### src/rtl/fetch_queue_pkg.sv
// rtl/fetch_queue_pkg.sv - shared fetch/decode constants and queue entry type
package fetch_queue_pkg;

   localparam int INSTR_W = 64;
   localparam int PC_W    = 64;

   // Presented to decode whenever no real instruction is available.
   localparam logic [0:INSTR_W-1] STALL_INSTRUCTION = 64'h0000_0000_0000_0013;

   typedef struct packed {
      logic [0:INSTR_W-1] instr;
      logic [0:PC_W-1]    pc;
   } fetch_entry_t;

endpackage

### src/rtl/fetch_queue.sv
// rtl/fetch_queue.sv - circular instruction queue between fetch and decode
// Halt masks the head without losing entries; flush discards everything.
module fetch_queue
   import fetch_queue_pkg::*;
#(
   parameter int INSTR_W = fetch_queue_pkg::INSTR_W,
   parameter int PC_W    = fetch_queue_pkg::PC_W,
   parameter int DEPTH   = 4
) (
   input  logic                     clk,
   input  logic                     rst,
   input  logic                     halt,
   input  logic                     flush,
   input  logic                     in_valid,
   input  logic [0:INSTR_W-1]       in_instr,
   input  logic [0:PC_W-1]          in_pc,
   output logic                     in_ready,
   output logic                     out_valid,
   output logic [0:INSTR_W-1]       out_instr,
   output logic [0:PC_W-1]          out_pc,
   input  logic                     out_ready,
   output logic [$clog2(DEPTH):0]   count
);

   localparam int PTR_W = $clog2(DEPTH);
   localparam int CNT_W = PTR_W + 1;
   localparam logic [CNT_W-1:0] FULL_CNT = CNT_W'(DEPTH);

   fetch_entry_t mem_q [DEPTH];

   logic [PTR_W-1:0] wp_q, wp_d;
   logic [PTR_W-1:0] rp_q, rp_d;
   logic [CNT_W-1:0] count_q, count_d;

   logic full, empty, push, pop;
   fetch_entry_t head;

   assign full  = (count_q == FULL_CNT);
   assign empty = (count_q == '0);

   // No pass-through: a same-cycle pop never frees a slot for a push.
   assign in_ready  = !full && !flush;
   assign out_valid = !empty && !halt;

   assign push = in_valid && in_ready;
   assign pop  = out_valid && out_ready;

   assign head      = mem_q[rp_q];
   assign out_instr = out_valid ? head.instr : STALL_INSTRUCTION;
   assign out_pc    = out_valid ? head.pc : '0;
   assign count     = count_q;

   always_comb begin
      wp_d    = wp_q;
      rp_d    = rp_q;
      count_d = count_q;
      if (flush) begin
         wp_d    = '0;
         rp_d    = '0;
         count_d = '0;
      end else begin
         if (push) wp_d = wp_q + 1'b1;
         if (pop)  rp_d = rp_q + 1'b1;
         if (push && !pop)      count_d = count_q + 1'b1;
         else if (pop && !push) count_d = count_q - 1'b1;
      end
   end

   always_ff @(posedge clk or negedge rst) begin
      if (!rst) begin
         wp_q    <= '0;
         rp_q    <= '0;
         count_q <= '0;
      end else begin
         wp_q    <= wp_d;
         rp_q    <= rp_d;
         count_q <= count_d;
      end
   end

   // Storage is left unreset; empty masks whatever it holds.
   always_ff @(posedge clk) begin
      if (push) begin
         mem_q[wp_q].instr <= in_instr;
         mem_q[wp_q].pc    <= in_pc;
      end
   end

endmodule

### config.mk
export PLATFORM = sky130hd
export DESIGN_NAME = fetch_queue
export DESIGN_NICKNAME = d
export VERILOG_FILES = /design/src/rtl/fetch_queue_pkg.sv /design/src/rtl/fetch_queue.sv
export SDC_FILE = /design/constraint.sdc
export NUM_CORES = 1
export LEC_CHECK = 0
export ABC_CLOCK_PERIOD_IN_PS = 5500
export BUFFER_PORTS_ARGS = -buffer_cell sky130_fd_sc_hd__buf_2
export CORE_MARGIN = 1.5
export CORE_UTILIZATION = 57
export CTS_BUF_LIST = sky130_fd_sc_hd__clkbuf_16
export DETAILED_ROUTE_END_ITERATION = 8
export GPL_TIMING_DRIVEN = 0
export HOLD_SLACK_MARGIN = 0.05
export PLACE_DENSITY = 0.79
export SKIP_CTS_REPAIR_TIMING = 1
export SKIP_LAST_GASP = 1
export SLEW_MARGIN = 20
export SYNTH_ARGS = -nofsm -noshare
export SYNTH_HDL_FRONTEND = slang
export SYNTH_SLANG_ARGS = --single-unit
### constraint.sdc
create_clock -name clk -period 5.5 [get_ports clk]
set_input_delay 0 -clock clk [delete_from_list [all_inputs] [get_ports clk]]
set_output_delay 0 -clock clk [all_outputs]
set_load 0.005 [all_outputs]
* Word level (Yosys, flattened, before mapping) *
Memories as Yosys holds them, arrays and structs flattened.
Cells that the tools add are included.
W data, S select, Z words.

cells by class
  $add $sub $neg = 4
  equality and inequality tests = 1
  multiplexer cells = 11
  reductions and logical operators = 16

operator list
  operator               count
  $mux W64               2
  $mux W3                3
  $mux W2                4
  $logic_and A1 B1 Y1    6
  $logic_not A1 Y1       6
  $add A2 B1 Y2 const B  2
  $reduce_bool A2 Y1     2
  $add A3 B1 Y3 const B  1
  $eq A3 B3 Y1 const B   1
  $logic_not A3 Y1       1
  $reduce_bool A3 Y1     1
  $sub A3 B1 Y3 const B  1
  $mux W1                2

word-level totals
  register bits after elaboration = 7
  memory bits (writable) = 512
  input bits = 134
  output and inout port bits = 133
  word-level logic and storage cells = 36
  memories = 1

memory list
  name   depth  bits a word  read ports  clocked after Yosys merged registers in  wr ports  RTL line           RTL
  mem_q  4      128          1           0                                        1         fetch_queue.sv:29  fetch_entry_t mem_q [DEPTH];

* Longest topological paths before layout *
  depth after elaboration = 9
  mapped depth = 8
  mapped depth without buffers = 7

* Least setup slack after synthesis *
OpenSTA, ideal clock, no wires.

  kind = reg2reg
  start = reg count_q[2], in the netlist count[2]
  end = mem mem_q[0][0] (netlist bit) (enable)
  library setup time = 503 ps
  data arrival time = 3960 ps
  data required time = 4997 ps
  path slack = 1037 ps
  cell stages (with the launch flop) = 5
  path buffers = 1
  period minus slack after synthesis = 4463 ps
  cells stage by stage = dfrtp_1 > nor3b_2 > nor3b_2 > buf_2 > and2_1

on the way
  longest elaborated chain between the ends = 6

RTL lines
  element                        RTL line           RTL
  from (decl)                    fetch_queue.sv:33  logic [CNT_W-1:0] count_q, count_d;
  from (signal assigned)         fetch_queue.sv:77  count_q <= count_d;
  $eq A3 B3 Y1                   fetch_queue.sv:38  assign full = (count_q == FULL_CNT);
  $logic_not A1 Y1               fetch_queue.sv:42  assign in_ready = !full && !flush;
  $logic_and A1 B1 Y1            fetch_queue.sv:42
  $logic_and A1 B1 Y1            fetch_queue.sv:45  assign push = in_valid && in_ready;
  $mux W1                        fetch_queue.sv:83  if (push) begin
  $mux W1 (implied by the code)  fetch_queue.sv:85  mem_q[wp_q].pc <= in_pc;
  to (decl)                      fetch_queue.sv:29

Every way passes these cells.

* Final worst setup path *
  start = reg count_q[1], in the netlist count[1]
  end = reg count_q[2], in the netlist count[2]

on the way
  longest elaborated chain between the ends = 8
  elaborated cells between the ends (all ways) = 18
  those cells by class = 2 x add/sub; 1 x eq/ne; 3 x mux; 12 x reduce/logical

RTL lines
  element
  parallel branches: the longest is 8 deep, another holds $sub A3 B1 Y3

Parallel ways; which one is timed is not known. The select of a mux whose other input is x is not followed.
A chain may end at the register's enable or synchronous reset.

==> impl_metrics.ini <==
[route]
wl_per_cell_um = 22.8
drt_pre_antenna_iters = 5
drc = 0
wl_um = 41400
drtAntennaViolNets = 0
drt_iter0_drc = 789
routed_via_density = 5.57
num_vias = 10100

[worst_setup_path]
crit_type = reg2reg
r2r_start = count[1]$_DFFE_PN0P_
r2r_cells = 9
path_max_fanout = 10
reg2reg_setup_slack_ns = 2.26
cp-end-kind = flop
r2r-end = count[2]$_DFFE_PN0P_
worstPathArrival_ns = 3.68
cp-start-kind = flop
worstPathRequired_ns = 5.94

[synth]
yosysSeqAreaShare_pct = 78.4
yosysWarnings = 0
synth_commonest_cells = 512 x edfxtp_1, 129 x and2_1, 128 x mux4_2, 18 x clkbuf_1, 13 x buf_6
ys_top_cells_by_area = edfxtp_1 77%, mux4_2 15%, and2_1 4.1%, dfrtp_1 0.88%, buf_6 0.74%
synth-async-reset-ratio_pct = 1.35
synth_cell_types = 30
syn-cell-area_um2 = 19800
synth_seq_cells = 519
synth_largest_area_cell = edfxtp_1
synth_top_area_share_pct = 77.5
synth_nets = 1001
synthCells = 862
synth-main-ff-cell = edfxtp_1
synth_edf_count = 512
syn_area_per_cell_um2 = 23.0
synth.most_common_cell = edfxtp_1

[clock_network]
cts_inserted_buffers = 50
clockBufferDepth = 3
cts_tree = yes
cts_root_buf = clkbuf_16
htreeDepth = 2
cts.clk_slew.worst_paths_ns = 0.06
numClockSinks = 519
insertion_delay_ns = 0.57

[floorplanning]
die_width_um = 190
die-area_um2 = 35900
die_height_um = 190
coreArea_um2 = 34400
rows = 68
num_io_pins = 267
start_util_pct = 57.7

[timing]
fmax_ghz = 0.309
worst_hold_slack_ns = 0.0331
fin_ws_ns = 2.26
clock_skew_ns = 0.0208
rsz0062_at_grt = false
maxSlewViolCount = 0
setup_violations = 0
period_minus_slack_ns = 3.24
maxSlewHeadroom_pct = 44.6
worstMarginPinSlew_ns = 0.830
finalCritPeriodShare_pct = 58.9
final.setup.tns_ns = 0
final_hold_viol_count = 0

[placement]
io_buffers = 266
hpwl_um = 24000
placed_cell_area_um2 = 22000
post-place-ws_ns = 2.84
routabilityCongestion = 0.732

[grt]
grt_usage_pct = 21.9
grt_pass1_vias = 9989
grt_max_degree = 49
antenna_found_initial = 2
grt_pass1_wl_um = 58000
gr-total-overflow = 0

[worst_hold_path]
hp-start = halt
hold_end = rp_q[1]$_DFFE_PN0P_
whs_path_depth = 5
hold_path.class = in2reg

[layout]
seq_area_um2 = 15500
syn2layout_area_growth_pct = 25.8
drive_above_1_share_pct = 37.8
fillCellCount = 1979
nNetsFinal = 1463
utilization_pct = 72.7
multiInputGateArea_um2 = 4010
finalInstanceArea_um2 = 25000

[outcome]
status = finished, final reports clean

[run]
drv_cap = 0

[power]
p_leak_nw = 8.78
vdd_drop_max_v = 0.000431
powerDensity_nw_per_um2 = 372
[cells by family (layout without fill, tap and decap cells)]
logic type               count (synthesis)  after routing  synth area share (%)
multiplexers                           131            131                  14.7
buffers and inverters                   48            547                  1.51
AO/OA/AOI/OAI                            3              3                 0.139
adder cells (fa/ha/maj)                  5              5                 0.353
flip-flops                             519            519                  78.4
other                                    0              1                     0
AND/OR/NAND/NOR                        153            153                  4.82
XOR/XNOR                                 3              3                 0.132
[layout make-up]
cell class	count	area share, %
clock buffer	53	5.31
antenna	1	0.0100
buffer	44	1.14
timing repair buffer	410	11.8
inverter	4	0.0601
tap	455	2.28
clock inverter	36	1.10
multi-input combinational	295	16.0
sequential	519	62.3
[worst max path at each step]
| stage | from | to | slack [ns] |
|---|---|---|---|
| 2_1_floorplan | count[2]$_DFFE_PN0P_ | mem_q[0][0]$_DFFE_PP_ | 1.04 |
| 3_3_place_gp | count[2]$_DFFE_PN0P_ | mem_q[0][86]$_DFFE_PP_ | -1.31 |
| 3_5_place_dp | count[1]$_DFFE_PN0P_ | count[2]$_DFFE_PN0P_ | 2.84 |
| 4_1_cts | count[0]$_DFFE_PN0P_ | out_pc[45] | 2.53 |
| 5_1_grt | count[0]$_DFFE_PN0P_ | count[2]$_DFFE_PN0P_ | 2.13 |
| 6_report | count[1]$_DFFE_PN0P_ | count[2]$_DFFE_PN0P_ | 2.26 |
[metal layers]
metal	wire length [um]	part of all wire [%]	global-route usage, %	vias up
met2	21900	53	37.3	353
met1	16200	39	28.5	5252
met4	874	2.1	7.23	2
met3	2490	6.0	4.76	62
li1	-	-	-	4459
met5	17	0.041	0	-
[power by group]
part	switching, mW	internal (mW)	total, mW
registers	0.0520	4.56	4.61
logic	0.687	0.692	1.38
clock network	1.38	1.92	3.31
[critical path, stage by stage, from the launching register on]
cell and delay, ns:
dfrtp_1 0.42, nor3b_2 0.31, nor3b_2 0.09, buf_2 0.19
nor2b_1 0.16, fa_1 0.39, or4b_1 0.52, o22ai_2 0.16
mux2_1 0.32, dlygate4sd3_1 0.56
[flip-flops by register name, indices dropped and copies added, names as in the netlist]
| register | cells |
|---|---|
| rp_q | 2 |
| wp_q | 2 |
| mem_q | 512 |
| count | 3 |
[cells in the final DEF (no fill, tap or decap), types with 9 or more instances in the layout]
cell type,synthesis,routed
inv_1,4,14
edfxtp_1,512,512
buf_6,13,13
clkbuf_1,18,18
and2_1,129,125
buf_2,7,273
clkinv_1,0,9
mux4_2,128,128
dlygate4sd3_1,0,133
clkbuf_16,0,53
[stage by stage]
step / std cells / total power, mW
after floorplan: 862 / 5.46
after global routing: 1817 / 9.63
after CTS: 1683 / 9.28
after global placement: 1583 / 5.98
after detailed placement: 1594 / 5.99
final: 1817 / 9.30
No activity file was read; power rests on OpenSTA's default activity.
